<file path="src/rtl/uart_color_ctrl_pkg.sv">
// Shared types and constants for the UART color-command controller.
package uart_color_ctrl_pkg;

  typedef enum logic [2:0] {
    ST_HUNT1,
    ST_HUNT2,
    ST_GET_R,
    ST_GET_G,
    ST_GET_B,
    ST_GET_CHK
  } state_t;

  localparam logic [7:0] HDR_1 = 8'hAA;
  localparam logic [7:0] HDR_2 = 8'h55;

  localparam logic [1:0] PAR_NONE = 2'd0;
  localparam logic [1:0] PAR_EVEN = 2'd1;
  localparam logic [1:0] PAR_ODD  = 2'd2;

  localparam logic [1:0] CAUSE_RX_ERR   = 2'd0;
  localparam logic [1:0] CAUSE_CHECKSUM = 2'd1;
  localparam logic [1:0] CAUSE_TIMEOUT  = 2'd2;

  // The reserved encoding falls back to no parity.
  function automatic logic [1:0] norm_parity(input logic [1:0] p);
    return (p == PAR_EVEN || p == PAR_ODD) ? p : PAR_NONE;
  endfunction

endpackage

</file>
<file path="src/rtl/uart_color_timer.sv">
// Inter-byte timeout: down-counter reloaded on every byte, expires at terminal count zero.
module uart_color_timer #(
  parameter int TIMEOUT = 64
) (
  input  logic clk,
  input  logic rst,
  input  logic clear,
  input  logic enable,
  output logic expire
);

  localparam int CNT_W = $clog2(TIMEOUT + 1);
  localparam logic [CNT_W-1:0] LOAD = CNT_W'(TIMEOUT - 1);

  logic [CNT_W-1:0] cnt;

  always_ff @(posedge clk) begin
    if (rst || clear) begin
      cnt <= LOAD;
    end else if (enable && cnt != '0) begin
      cnt <= cnt - 1'b1;
    end
  end

  // Reload happens after the byte cycle, so zero is reached TIMEOUT cycles after it.
  assign expire = enable && (cnt == '0);

endmodule

</file>
<file path="src/rtl/uart_color_ctrl.sv">
// Packet assembler behind the UART receiver: AA 55 R G B CHK -> validated color.
// Optional inter-byte timeout enabled by defining UART_COLOR_CTRL_TIMEOUT_EN.
//
// state      | meaning
// HUNT1      | idle, waiting for header byte 0xAA; receiver config may be applied
// HUNT2      | got 0xAA, waiting for 0x55 (0xAA re-arms)
// GET_R      | waiting for red byte
// GET_G      | waiting for green byte
// GET_B      | waiting for blue byte
// GET_CHK    | waiting for XOR checksum byte
module uart_color_ctrl
  import uart_color_ctrl_pkg::*;
#(
  parameter int TIMEOUT = 64,
  parameter int ERR_W   = 8
) (
  input  logic             clk,
  input  logic             rst,
  input  logic [1:0]       cfg_parity,
  input  logic             cfg_stop,
  input  logic             cfg_load,
  output logic [1:0]       paritybit,
  output logic             stopbit,
  input  logic [7:0]       rx_out,
  input  logic             rx_ready_out,
  input  logic [3:0]       rx_error,
  input  logic             rx_ready_error,
  output logic [7:0]       color_r,
  output logic [7:0]       color_g,
  output logic [7:0]       color_b,
  output logic             color_valid,
  output logic             abort,
  output logic [1:0]       abort_cause,
  output logic [3:0]       last_err,
  output logic [ERR_W-1:0] err_count,
  output logic             busy
);

  localparam logic [ERR_W-1:0] ERR_MAX = '1;

  state_t     state;
  logic [7:0] r_q, g_q, b_q;
  logic [1:0] par_shadow;
  logic       stop_shadow;
  logic       err_hit, tmo_hit, chk_ok, count_abort;

  assign busy    = (state != ST_HUNT1);
  assign err_hit = rx_ready_error && (rx_error != 4'h0);
  assign chk_ok  = (rx_out == (r_q ^ g_q ^ b_q));

`ifdef UART_COLOR_CTRL_TIMEOUT_EN
  uart_color_timer #(.TIMEOUT(TIMEOUT)) u_timer (
    .clk    (clk),
    .rst    (rst),
    .clear  (rx_ready_out),
    .enable (busy),
    .expire (tmo_hit)
  );
`else
  // No timer in this build; TIMEOUT only keeps the parameter list uniform.
  assign tmo_hit = 1'b0 & (TIMEOUT > 0);
`endif

  // Receiver errors count even in HUNT1, where they do not strobe abort.
  assign count_abort = err_hit || tmo_hit ||
                       (rx_ready_out && state == ST_GET_CHK && !chk_ok);

  always_ff @(posedge clk) begin
    if (rst) begin
      state       <= ST_HUNT1;
      r_q         <= '0;
      g_q         <= '0;
      b_q         <= '0;
      color_r     <= '0;
      color_g     <= '0;
      color_b     <= '0;
      color_valid <= 1'b0;
      abort       <= 1'b0;
      abort_cause <= CAUSE_RX_ERR;
      last_err    <= '0;
      err_count   <= '0;
      par_shadow  <= PAR_NONE;
      stop_shadow <= 1'b0;
      paritybit   <= PAR_NONE;
      stopbit     <= 1'b0;
    end else begin
      color_valid <= 1'b0;
      abort       <= 1'b0;

      if (cfg_load) begin
        par_shadow  <= norm_parity(cfg_parity);
        stop_shadow <= cfg_stop;
      end
      if (state == ST_HUNT1 && !rx_ready_out) begin
        paritybit <= par_shadow;
        stopbit   <= stop_shadow;
      end

      if (count_abort && err_count != ERR_MAX) begin
        err_count <= err_count + 1'b1;
      end

      if (err_hit) begin
        last_err <= rx_error;
        if (state != ST_HUNT1) begin
          abort       <= 1'b1;
          abort_cause <= CAUSE_RX_ERR;
        end
        state <= ST_HUNT1;
      end else if (tmo_hit) begin
        abort       <= 1'b1;
        abort_cause <= CAUSE_TIMEOUT;
        state       <= ST_HUNT1;
      end else if (rx_ready_out) begin
        case (state)
          ST_HUNT1: if (rx_out == HDR_1) state <= ST_HUNT2;
          ST_HUNT2: begin
            if (rx_out == HDR_2)      state <= ST_GET_R;
            else if (rx_out != HDR_1) state <= ST_HUNT1;
          end
          ST_GET_R: begin r_q <= rx_out; state <= ST_GET_G; end
          ST_GET_G: begin g_q <= rx_out; state <= ST_GET_B; end
          ST_GET_B: begin b_q <= rx_out; state <= ST_GET_CHK; end
          ST_GET_CHK: begin
            if (chk_ok) begin
              color_r     <= r_q;
              color_g     <= g_q;
              color_b     <= b_q;
              color_valid <= 1'b1;
            end else begin
              abort       <= 1'b1;
              abort_cause <= CAUSE_CHECKSUM;
            end
            state <= ST_HUNT1;
          end
          default: state <= ST_HUNT1;
        endcase
      end
    end
  end

endmodule

</file>
<file path="config.mk">
export PLATFORM = sky130hd
export DESIGN_NAME = uart_color_ctrl
export DESIGN_NICKNAME = d
export VERILOG_FILES = /design/src/rtl/uart_color_ctrl_pkg.sv /design/src/rtl/uart_color_timer.sv /design/src/rtl/uart_color_ctrl.sv
export SDC_FILE = /design/constraint.sdc
export NUM_CORES = 1
export LEC_CHECK = 0
export CAP_MARGIN = 20
export CORE_MARGIN = 5
export CORE_UTILIZATION = 24
export DETAILED_ROUTE_END_ITERATION = 10
export GPL_TIMING_DRIVEN = 0
export PLACE_DENSITY = 0.43
export REMOVE_ABC_BUFFERS = 1
export SYNTH_ARGS = -nofsm -noshare
export SYNTH_HDL_FRONTEND = slang
export SYNTH_HIERARCHICAL = 1
export SYNTH_SLANG_ARGS = --single-unit
</file>
<file path="constraint.sdc">
create_clock -name clk -period 2.8 [get_ports clk]
set_clock_uncertainty 0.1 [all_clocks]
set_input_delay 0.42 -clock clk [delete_from_list [all_inputs] [get_ports clk]]
set_output_delay 0.42 -clock clk [all_outputs]
set_load 0.01 [all_outputs]
</file>
==> impl_results.md <==
- Comb pwr share: 5.8%
- Post-detail-place hpwl: 4990 microns
- N_diodes: 0
- Area contributors post-synth: dfxtp_1 47%, mux2i_1 17%, nor2_1 7.4%
- Register area share after synthesis: 46.6%
- Crit-path slowest cell: o41ai_4
- CP top delay family: compound AO/OA/AOI/OAI gates
- Final Wtd Congestion: 0.690
- Bufs on Longest Clock Path: 2
- Drt total wl: 7350 microns
- Most frequent cell after synthesis: dfxtp_1
- Final Max Slew Viols: 0
- Tcrit/Tclk final: 90.6%
- Clk pwr share: 47.3%
- Worst slew margin: 52.0%
- Max IR drop VDD: 0.000298 V
- Hold_buf cts: 0
- Largest net degree at the start of global routing: 49
- WS Path Type: input port to flip-flop
- Drt pass-1 iters: 6
- ANT nets after route: 0
- Fraction of layout cells with a size suffix above 1: 6.18%
- YS warnings: 6
- Initial antenna violation count: 0
- Fillcell total: 1340
- IO Port Bufs: 62
- First-pass GRT wire length: 11800 microns
- Chip Width: 123 microns
- NetSw: 0.000477 W
- Clock sink count: 72
- Sw Share: 21.5%
- Worst Hold Class: flip-flop to flip-flop
- Drt drc: 0
- RSZ-0062 raised after global routing: false
- Post-Syn Area: 0.00309 sq mm
- Leak: 1.70 nW
- Clk slew on worst S/H paths: 0.05 ns
- Worst R2R Start: g_q[4]
- Startpoint types: input port
- Vias in the first global route: 2267
- Placed Cells: 529
- Yosys top cell by area: dfxtp_1
- Drt via density: 4.23
- Syn Area/Cell: 9.91 sq um
- Worst Setup End Kind: flip-flop
- Most instantiated cells after synthesis: 72 x dfxtp_1, 61 x nor2_1, 52 x mux2i_1
- Non-filler instance count after layout: 544
- Total grt overflow: 0
- Initial Utilization: 24.5%
- H-Tree Depth: 3
- Crit-path max FO: 9
- Critical path origin: rx_error[3]
- Die Y: 123 microns
- Vias: 2301
- Core footprint: 0.0126 sq mm
- Async SR Flop Fraction: 0%
- Worst EP arrival: 2.65 ns
- Post-synth EDFFs: 0
- Post-Syn Instances: 312
- Clock latency on the worst-skew pair: 0.33 ns
- Num CTS Buffers: 9
- Cell variety after synth: 39
- Maximum clock frequency: 394 MHz
- Starting DRT DRC Count: 98
- Slew @ Worst Pin: 0.717 ns
- Total Routing Usage GR: 10.1%
- Critical Path, Cell by Cell: clkdlybuf4s50_1, o41ai_4, and2_1, mux2i_1, nor2_1
- CP max stage delay: 0.75 ns
- DIE AREA: 0.0152 sq mm
- CTS Root Cell: clkbuf_16
- Status: finished, final reports clean
- IO Pins: 64
- Top FF cell, synth: dfxtp_1
- Worst hold start: last_err[3]
- Row Count: 41
- Fin. Hold Viols: 0
- Cell internal pwr: 0.00174 W
- Synthesized flop and latch total: 72
- Critical Path RT: 2.91 ns
- Final worst path period need: 2.54 ns
- Flop pwr share: 47.0%
- Area share of the largest cell type after synthesis: 46.6%
- Drt wl/cell: 13.5 microns
- Final #Nets: 389
- CTS tree: built
- Setup violators final: 0
- CP Buf/Inv Count: 1
- Layout area overhead: 33.2%
- PD cells: 539 mW/mm^2
- Max Cap Viol: 0
- Tot Pwr: 0.00222 W
## area by class of cell
| cell class | count | area, sq um | area share, % |
|---|---|---|---|
| clock buffer | 15 | 268 | 6.51 |
| multi-input combinational | 222 | 1560 | 37.8 |
| sequential | 72 | 1440 | 35.0 |
| tap | 172 | 215 | 5.23 |
| timing repair buffer | 63 | 636 | 15.4 |
## metrics by stage
step	cell area (sq um)	hold slack [ns]	setup TNS [ns]	worst slack [ns]	util (%)
global route	4120	0.375	0	0.0873	32.6
detailed placement	3840	0.347	-11.86	-0.424	30.4
global placement	3820	0.345	-34.03	-0.553	30.3
finish	4120	0.351	0	0.262	32.6
CTS	4120	0.356	0	0.0193	32.6
floorplan	2990	0.325	0	0.669	-
## kinds of logic after synthesis
family | after synthesis | synth area share (%)
AND/OR/NAND/NOR | 107 | 17.1
flip-flops | 72 | 46.6
multiplexers | 52 | 16.8
AO/OA/AOI/OAI | 33 | 7.45
XOR/XNOR | 28 | 8.18
buffers and inverters | 18 | 3.28
adder cells (fa/ha/maj) | 1 | 0.405
other | 1 | 0.121
## metal layers
metal  GRT usage [%]  vias up  part of all wire (%)
li1                -     1176                     -
met1            13.0     1075                    48
met2            15.4       45                    46
met3            4.39        5                   5.2
met4            2.91        0                  0.97
met5               0        -                     0
## worst min-delay path, cell delays in order (launching register included)
cell and delay (ns):
dfxtp_1 0.30, nand2_1 0.05, a21oi_1 0.05
## power by group through the flow
stage / clock network, W / registers (W) / logic (W)
final: 0.00105 / 0.00104 / 0.000128
after global placement: 0 / 0.00106 / 0.000127
after global routing: 0.00114 / 0.00104 / 0.000142
after detailed placement: 0 / 0.00106 / 0.000129
after CTS: 0.00109 / 0.00104 / 0.000130
after floorplan: 0 / 0.00107 / 0.0000402
## sequential cells by signal (all words and copies together) (netlist names)
register / cells
par_shadow: 2
last_err: 4
state: 3
err_count: 8
stopbit: 1
color_r: 8
paritybit: 2
color_b: 8
b_q: 8
color_valid: 1
abort: 1
stop_shadow: 1
g_q: 8
abort_cause: 1
r_q: 8
color_g: 8
## path summary, 6_finish.rpt
path                                     to  slack, ns  depth (start not counted)
worst max-delay path                 g_q[4]       0.26                          5
worst min-delay path            last_err[3]       0.35                          2
worst max register to register   color_r[7]       0.64                          7
worst min register to register  last_err[3]       0.35                          2
## placed cells by master (no fill, tap or decap), drive strengths merged, types with 2 or more instances in the layout
cell type	netlist	routed
mux2i	52	52
a22oi	2	2
nand3	3	3
a21oi	15	15
o211ai	2	2
and4b	2	2
nor4bb	2	2
nor3	4	4
nor2	61	61
nand2	13	13
buf	9	2
xnor2	22	22
or3	3	3
xor2	6	6
clkbuf	9	15
nand2b	3	3
and3	2	2
nand3b	3	3
o31ai	2	2
clkdlybuf4s50	0	61
dfxtp	72	72
nand4	5	5
o21ai	9	9
## timing repair
item,in CTS,in global routing
setup endpoints to repair,24,8
resized for setup,1,1
setup buffers,0,0
Note: power is estimated with default switching activity, not from simulation.
